[src/rtl/cpu_pkg.sv]
// Shared CPU front-end definitions: widths, fetch FSM states and the NOP encoding.
package cpu_pkg;

    localparam int unsigned ADDR_W = 32;
    localparam int unsigned INST_W = 32;

    localparam logic [31:0] NOP_INST = 32'h0000_0000;

    typedef enum logic [1:0] {
        IDLE = 2'd0,
        WAIT = 2'd1,
        DROP = 2'd2
    } ifetch_state_t;

endpackage

[src/rtl/ifetch_fifo.sv]
// Synchronous FIFO of {fetch address, instruction} entries; clear drops everything at the edge.
module ifetch_fifo #(
    parameter int unsigned DEPTH = 4,
    parameter int unsigned DW    = 64
) (
    input  logic                       clk,
    input  logic                       reset,
    input  logic                       push,
    input  logic                       pop,
    input  logic                       clear,
    input  logic [DW-1:0]              din,
    output logic [DW-1:0]              dout,
    output logic [$clog2(DEPTH):0]     count
);

    localparam int unsigned PW = $clog2(DEPTH);
    localparam int unsigned CW = PW + 1;

    logic [DW-1:0] mem [DEPTH];
    logic [PW-1:0] wptr;
    logic [PW-1:0] rptr;

    assign dout = mem[rptr];

    // Clear overrides push and pop; pointers wrap naturally since DEPTH is a power of two.
    always_ff @(posedge clk) begin
        if (reset) begin
            for (int i = 0; i < DEPTH; i++) begin
                mem[i] <= '0;
            end
            wptr  <= '0;
            rptr  <= '0;
            count <= '0;
        end else if (clear) begin
            wptr  <= '0;
            rptr  <= '0;
            count <= '0;
        end else begin
            if (push) begin
                mem[wptr] <= din;
                wptr      <= wptr + PW'(1);
            end
            if (pop) begin
                rptr <= rptr + PW'(1);
            end
            if (push && !pop) begin
                count <= count + CW'(1);
            end else if (pop && !push) begin
                count <= count - CW'(1);
            end
        end
    end

endmodule

[src/rtl/ifetch_unit.sv]
// Instruction fetch: single-outstanding memory requests, returned words buffered for decode, flushable on redirect.
module ifetch_unit #(
    parameter int unsigned DEPTH  = 4,
    parameter int unsigned ADDR_W = cpu_pkg::ADDR_W,
    parameter int unsigned INST_W = cpu_pkg::INST_W
) (
    input  logic              clk,
    input  logic              reset,
    input  logic              pc_valid,
    input  logic [ADDR_W-1:0] pc_addr,
    output logic              pc_ready,
    input  logic              flush,
    output logic              mem_req,
    output logic [ADDR_W-1:0] mem_addr,
    input  logic              mem_gnt,
    input  logic              mem_rvalid,
    input  logic [INST_W-1:0] mem_rdata,
    output logic              inst_valid,
    output logic [INST_W-1:0] inst,
    output logic [ADDR_W-1:0] inst_pc,
    input  logic              inst_ready
);

    import cpu_pkg::*;

    localparam int unsigned CW = $clog2(DEPTH) + 1;
    localparam int unsigned DW = ADDR_W + INST_W;

    ifetch_state_t     state;
    ifetch_state_t     state_n;
    logic [ADDR_W-1:0] req_addr;
    logic [CW-1:0]     count;
    logic [DW-1:0]     fifo_dout;
    logic              push;
    logic              pop;

    assign mem_addr   = pc_addr;
    assign pc_ready   = mem_req && mem_gnt;
    assign inst_valid = (count != '0);
    assign pop        = inst_valid && inst_ready;
    assign inst       = fifo_dout[INST_W-1:0];
    assign inst_pc    = fifo_dout[DW-1:INST_W];

    always_ff @(posedge clk) begin
        if (reset) begin
            state <= IDLE;
        end else begin
            state <= state_n;
        end
    end

    // Requests only leave IDLE, and only with a free FIFO slot, so a return can always be pushed.
    always_comb begin
        state_n = state;
        mem_req = 1'b0;
        push    = 1'b0;
        case (state)
            IDLE: begin
                mem_req = pc_valid && !flush && (count < CW'(DEPTH));
                if (mem_req && mem_gnt) begin
                    state_n = WAIT;
                end
            end
            WAIT: begin
                if (flush) begin
                    state_n = mem_rvalid ? IDLE : DROP;
                end else if (mem_rvalid) begin
                    push    = 1'b1;
                    state_n = IDLE;
                end
            end
            DROP: begin
                if (mem_rvalid) begin
                    state_n = IDLE;
                end
            end
            default: state_n = IDLE;
        endcase
    end

    always_ff @(posedge clk) begin
        if (reset) begin
            req_addr <= '0;
        end else if (pc_ready) begin
            req_addr <= pc_addr;
        end
    end

    ifetch_fifo #(
        .DEPTH (DEPTH),
        .DW    (DW)
    ) u_fifo (
        .clk   (clk),
        .reset (reset),
        .push  (push),
        .pop   (pop),
        .clear (flush),
        .din   ({req_addr, mem_rdata}),
        .dout  (fifo_dout),
        .count (count)
    );

endmodule
[config.mk]
export PLATFORM = sky130hd
export DESIGN_NAME = ifetch_unit
export DESIGN_NICKNAME = d
export VERILOG_FILES = /design/src/rtl/cpu_pkg.sv /design/src/rtl/ifetch_fifo.sv /design/src/rtl/ifetch_unit.sv
export SDC_FILE = /design/constraint.sdc
export NUM_CORES = 1
export LEC_CHECK = 0
export BUFFER_PORTS_ARGS = -buffer_cell sky130_fd_sc_hd__buf_4
export CAP_MARGIN = 10
export CELL_PAD_IN_SITES_DETAIL_PLACEMENT = 1
export CELL_PAD_IN_SITES_GLOBAL_PLACEMENT = 1
export CORE_MARGIN = 5
export CORE_UTILIZATION = 52
export DETAILED_ROUTE_END_ITERATION = 8
export HOLD_SLACK_MARGIN = 0.06
export PLACE_DENSITY_LB_ADDON = 0.1
export SLEW_MARGIN = 25
export SYNTH_ARGS = -nofsm -noshare
export SYNTH_HDL_FRONTEND = slang
export SYNTH_SLANG_ARGS = --single-unit
[constraint.sdc]
create_clock -name clk -period 6.6 [get_ports clk]
set_input_delay 0.66 -clock clk [delete_from_list [all_inputs] [get_ports clk]]
set_output_delay 0.66 -clock clk [all_outputs]
set_load 0.03 [all_outputs]
==> metrics, run 1 <==
status=complete, no violations; drt first pass iters=4; RD Place Congestion=0.7496; antenna viol nets, final=0; Hold Slack=0.3263 ns; Worst Path Required=5.94 ns; Routed WL=30970 um; FF+latch count, synth=299; nature of the critical path endpoint=primary output; Setup WS post-layout=3.313 ns; Initial Utilization=0.5271; initial antenna violation count=0; # diodes=0; Die X=169.8 um; total track usage=0.2163; CTS tree=built; Clock Skew=0.01228 ns; Synth cell types=38; Layout area overhead=16.60%; clock sinks=299; clk_lat worst skew=0.55 ns; Synth Net Count=919; Fillers=2319; R2R cell count=4; count of final max-slew check failures=0; Clock transition at path regs=0.06 ns; Hold Path Sink=state[1]; pre-CTS setup slack=3.547 ns; fin crit share=0.4980; final hold violation count=0; largest net degree at the start of global routing=73; GR Overflow Total=0; Netlist Area Pre-Place=0.01327 sq mm; Hold Crit Depth=2; DIE HEIGHT=169.8 um; Hold Crit Class=primary input to register; post-CTS sizing=0; Worst Tran Pin Value=1.043 ns; H-tree depth=1; DRT iter0 DRCs=426; final core utilization=0.6146; Post-layout nets=1045; Vias=7298; clock buffer depth=3; hold wc startpoint=mem_rvalid; worst reg2reg path startpoint=state[0]; Final HPWL DP=18270 um; total CTS buffers=31; critical path class=register to primary output; Core ar.=0.02518 sq mm; CP max FO=47; FMAX=304.2 MHz; vias in the first global route=8402; Slew HR=0.3044; Startpoint Class=register; Setup TNS Final=0 ns; routed len/inst=23.34 um; hold buffers post-CTS=0; most frequent cells in the layout=256 x and2_1, 256 x edfxtp_1, 176 x buf_4, 65 x nand2b_1, 64 x mux4_2; syn_area_per_cell=15.69 sq um; FF-to-FF setup slack=3.87 ns; Site Rows=58; drt drc=0; Post-Syn Instances=846; CTS root buf=clkbuf_16; Ports=170; Power Density=260.9 mW/mm^2; share of cells above drive strength 1=0.2999; first-pass GRT wire length=48100 um; Final setup viols=0; RSZ-0062 raised after global routing=no; # Max-Cap Violations=0; leakage power=5.796 nW; Worst IR Drop VDD=0.0001887 V; PnR Total Power=4.038 mW; Ys Warns=0; DIE AREA=0.02882 sq mm; via/cell ratio=5.500; worst endpoint data arrival time=2.63 ns; min Tclk post-route=3.287 ns; count of input and output buffers=169; setup bufs post-CTS=0; RR Endpoint=u_fifo.mem[1][20]; register area share after synthesis=0.6440
## state kept, by name, indices dropped and copies added, names as in the netlist, named ones only
| register | flops |
|---|---|
| u_fifo.wptr | 2 |
| req_addr | 32 |
| u_fifo.mem | 256 |
| u_fifo.rptr | 2 |
| state | 2 |
| u_fifo.count | 3 |
## worst max-delay path, cell delays in order (launching register included)
cell,delay (ns)
dfxtp_4,0.59
buf_6,0.62
mux4_2,0.64
buf_4,0.19
## area by class of cell
| type | instances | area [sq um] | share of cell area |
|---|---|---|---|
| tap | 330 | 412.9 | 0.02668 |
| clock buffer | 47 | 875.8 | 0.05659 |
| timing repair buffer | 179 | 1373 | 0.08869 |
| sequential | 299 | 8556 | 0.5528 |
| inverter | 2 | 7.507 | 0.0004851 |
| clock inverter | 11 | 82.58 | 0.005336 |
| multi-input combinational | 459 | 4169 | 0.2694 |
## kinds of logic after synthesis
logic type | Yosys count | synth area share
adder cells (fa/ha/maj) | 2 | 0.002451
XOR/XNOR | 5 | 0.003299
flip-flops | 299 | 0.6440
AO/OA/AOI/OAI | 7 | 0.003676
multiplexers | 99 | 0.1351
buffers and inverters | 88 | 0.04459
AND/OR/NAND/NOR | 346 | 0.1669
## metrics by stage
stage                     area [sq um]  std cells
after floorplan                  13270        846
after global placement           14470       1267
after detailed placement         14510       1269
after CTS                        15470       1327
after global routing             15480       1327
final                            15480       1327
## worst max-delay path by stage
stage,end,depth (start not counted)
2_1_floorplan,u_fifo.mem[1][0],3
3_3_place_gp,inst[2],3
3_5_place_dp,u_fifo.mem[1][5],5
4_1_cts,inst[2],3
5_1_grt,inst[2],3
6_report,inst[2],3
## cells in the mapped netlist
library cell | instances | area, sq um
and2_1 | 256 | 1602
edfxtp_1 | 256 | 7687
nand2b_1 | 65 | 406.6
mux4_2 | 64 | 1441
dfxtp_1 | 43 | 860.8
mux2i_1 | 34 | 340.3
buf_4 | 33 | 247.7
clkbuf_1 | 22 | 82.58
buf_6 | 16 | 180.2
buf_2 | 9 | 45.04
nor2_1 | 7 | 26.28
clkbuf_2 | 5 | 25.02
xor2_1 | 4 | 35.03
and4bb_1 | 2 | 25.02
inv_1 | 2 | 7.510
nor4_1 | 2 | 12.51
nor4_4 | 2 | 42.54
o21bai_1 | 2 | 15.01
or2_2 | 2 | 12.51
or3_1 | 2 | 12.51
a21o_1 | 1 | 7.510
a21oi_1 | 1 | 5.000
buf_1 | 1 | 3.750
fa_1 | 1 | 20.02
ha_1 | 1 | 12.51
mux2_2 | 1 | 11.26
nand2_1 | 1 | 3.750
nand3b_1 | 1 | 7.510
nand3b_4 | 1 | 20.02
nor2_4 | 1 | 11.26
nor2b_1 | 1 | 6.260
nor3_1 | 1 | 5.000
nor4_2 | 1 | 12.51
o21ai_0 | 1 | 5.000
o311ai_0 | 1 | 8.760
o31ai_1 | 1 | 7.510
or2_4 | 1 | 8.760
xnor2_1 | 1 | 8.760
## routing by layer
layer / track usage / wire (um)
met5: 0 / 0
met4: 0.04620 / 482
met1: 0.2852 / 12830
met2: 0.3877 / 16310
met3: 0.02725 / 1346
## where the power goes
group,switching [mW],internal [mW],total [mW]
Sequential,0.0263,2.11,2.13
Clock,0.690,0.951,1.64
Combinational,0.158,0.106,0.264
Note: power is estimated with default switching activity, not from simulation.
==> run 2: changes to the inputs <==
--- a/config.mk
+++ b/config.mk
@@ -10,7 +10,7 @@
 export CELL_PAD_IN_SITES_DETAIL_PLACEMENT = 1
 export CELL_PAD_IN_SITES_GLOBAL_PLACEMENT = 1
 export CORE_MARGIN = 5
-export CORE_UTILIZATION = 52
+export CORE_UTILIZATION = 44
 export DETAILED_ROUTE_END_ITERATION = 8
 export HOLD_SLACK_MARGIN = 0.06
 export PLACE_DENSITY_LB_ADDON = 0.1
==> constraint.sdc (replaced) <==
create_clock -name clk -period 2.92 [get_ports clk]
set_input_delay 0.292 -clock clk [delete_from_list [all_inputs] [get_ports clk]]
set_output_delay 0.292 -clock clk [all_outputs]
set_load 0.03 [all_outputs]
==> metrics, run 2 (synthesized netlist as in run 1, its figures left out) <==
Post-layout nets=1062 (+1.6%); Worst Tran Pin Value=0.7363 ns (-0.3071 ns); nature of the critical path endpoint=primary output; DIE HEIGHT=183.7 um (+8.2%); Crit-path slowest cell=dfxtp_4; clock buffer depth=3 (unchanged); via/cell ratio=5.090 (-7.5%); CTS tree=built; min Tclk post-route=2.516 ns; initial antenna violation count=0 (unchanged); Final HPWL DP=17320 um (-5.2%); Hold Path Sink=req_addr[25]; Hold Slack=0.07919 ns (-0.2471 ns); Power Density=586.7 mW/mm^2 (+120%); Switching Share=0.2168 (+0.0002671); share of cells above drive strength 1=0.3066 (+0.006727); Ports=170 (unchanged); Initial Utilization=0.4466 (-0.08045); most frequent cells in the layout=256 x and2_1, 256 x edfxtp_1, 181 x buf_4, 65 x nand2b_1, 64 x mux4_2; P_sw=2.004 mW (+130%); RR Endpoint=u_fifo.count[2]; max incr delay on CP=0.66 ns (+0.02 ns); R2R cell count=7 (+3); FF-to-FF setup slack=0.71 ns (-3.16 ns); final hold violation count=0 (unchanged); largest net degree at the start of global routing=73 (unchanged); Vias=7136 (-2.2%); Clock Skew=0.02172 ns (+0.009448 ns); clk_lat worst skew=0.50 ns (-0.05 ns); cell-by-cell trace of the critical path=buf_12 -> mux4_2 -> buf_4; Worst Path Required=2.63 ns (-3.31 ns); Hold Crit Class=primary input to register; Setup TNS Final=0 ns (unchanged); hold wc startpoint=pc_addr[25]; Clock transition at path regs=0.06 ns (about the same); antenna viol nets, final=0 (unchanged); clock sinks=299 (unchanged); worst reg2reg path startpoint=state[0]; Startpoint Class=register; max reg flops=256 (unchanged); FMAX=397.5 MHz; Setup WS post-layout=0.4042 ns (-2.909 ns); status=complete, no violations; fin crit share=0.8616; # Max-Cap Violations=0 (unchanged); dpl cells=1337 (+5.4%); FF/Latch Area=0.008556 sq mm (unchanged); final core utilization=0.5303 (-0.08433); total CTS buffers=34 (+9.7%); fin area=0.01576 sq mm (+1.8%); RSZ-0062 raised after global routing=no; PnR Total Power=9.246 mW (+130%); total track usage=0.1759 (-0.04043); Worst IR Drop VDD=0.0003603 V (+91%); largest register by flop count=u_fifo.mem; Non-Filler Instances=1402 (+5.7%); CTS root buf=clkbuf_16; Routed WL=29790 um (-3.8%); leakage power=5.899 nW (+1.8%); sequential share of power=0.521 (-0.007); DRT iter0 DRCs=338 (-21%); Clk pwr share=0.414 (+0.008); critical path class=register to primary output; routed len/inst=21.25 um (-9.0%); count of input and output buffers=169 (unchanged); Top Family by Delay on Critical Path=flip-flops; Core ar.=0.02972 sq mm (+18%); drt first pass iters=4 (unchanged); Largest regs=u_fifo.mem: 256 flops, req_addr: 32 flops, u_fifo.count: 3 flops; placed cell areas=0.01470 sq mm (+1.3%); first-pass GRT wire length=45450 um (-5.5%); vias in the first global route=7873 (-6.3%); GR Overflow Total=0 (unchanged); post-CTS sizing=0 (unchanged); Power Internal=7.241 mW (+130%); area of the multi-input gates=0.004169 sq mm (unchanged); Die X=183.7 um (+8.2%); combinational share of power=0.065 (about the same); Bufs and invs on worst path=2 (unchanged); Layout area overhead=18.72%; pre-CTS setup slack=0.6400 ns (-2.907 ns); Site Rows=63 (+8.6%); RD Place Congestion=0.6976 (-6.9%); Hold Crit Depth=3 (+1); drt drc=0 (unchanged); Final setup viols=0 (unchanged); Slew HR=0.5091 (+0.2047); count of final max-slew check failures=0 (unchanged); DIE AREA=0.03374 sq mm (+17%); Fillers=2858 (+23%); H-tree depth=2 (+1); CP max FO=23 (-51%); worst endpoint data arrival time=2.22 ns (-0.41 ns)
run 2: changes by cell type in the layout (fill, tap and decap cells not counted), sizes merged:
cell	previous run	this run
inv	4	3
clkbuf	47	43
diode	0	1
buf	179	187
dlygate4sd3	0	6
bufinv	1	0
clkinv	8	14
run 2: worst max path at each step:
stage	to	slack, ns	depth (start not counted)
floorplan	u_fifo.mem[1][0]	-0.04	4
global placement	u_fifo.mem[2][30]	0.71	5
detailed placement	u_fifo.mem[2][4]	0.64	5
CTS	inst_pc[10]	0.32	3
global route	inst_pc[10]	0.25	3
finish	inst_pc[10]	0.40	3
run 2: power by group through the flow:
stage	registers [mW]	clock network, mW	logic, mW
final	4.82	3.83	0.599
after floorplan	4.89	0	0.361
after CTS	4.82	3.94	0.614
after detailed placement	4.91	0	0.606
after global placement	4.90	0	0.603
after global routing	4.83	4.11	0.640
run 2: final cells by class:
class / count / area share
clock buffer: 43 / 0.05876
multi-input combinational: 459 / 0.2646
inverter: 2 / 0.0004764
sequential: 299 / 0.5430
tap: 390 / 0.03097
timing repair buffer: 193 / 0.09767
clock inverter: 15 / 0.004447
antenna: 1 / 0.0001588
run 2: timing repair:
action,CTS,global route
endpoints found under the hold margin,6,0
buffers inserted,0,0
hold buffers,6,0
run 2: worst register-to-register path, delay by kind of cell (launching register included):
family | cells | cell delay [ns]
adder cells (fa/ha/maj) | 2 | 0.59
XOR/XNOR | 1 | 0.17
AND/OR/NAND/NOR | 2 | 0.65
flip-flops | 1 | 0.52
AO/OA/AOI/OAI | 1 | 0.14
buffers and inverters | 1 | 0.06
run 2: metal layers:
metal | wire length, um | GRT usage | vias to the layer above
met2 | 15370 | 0.3140 | 157
li1 | - | - | 3300
met3 | 1356 | 0.02711 | 34
met5 | 0 | 0 | -
met4 | 391 | 0.03427 | 0
met1 | 12670 | 0.2301 | 3645
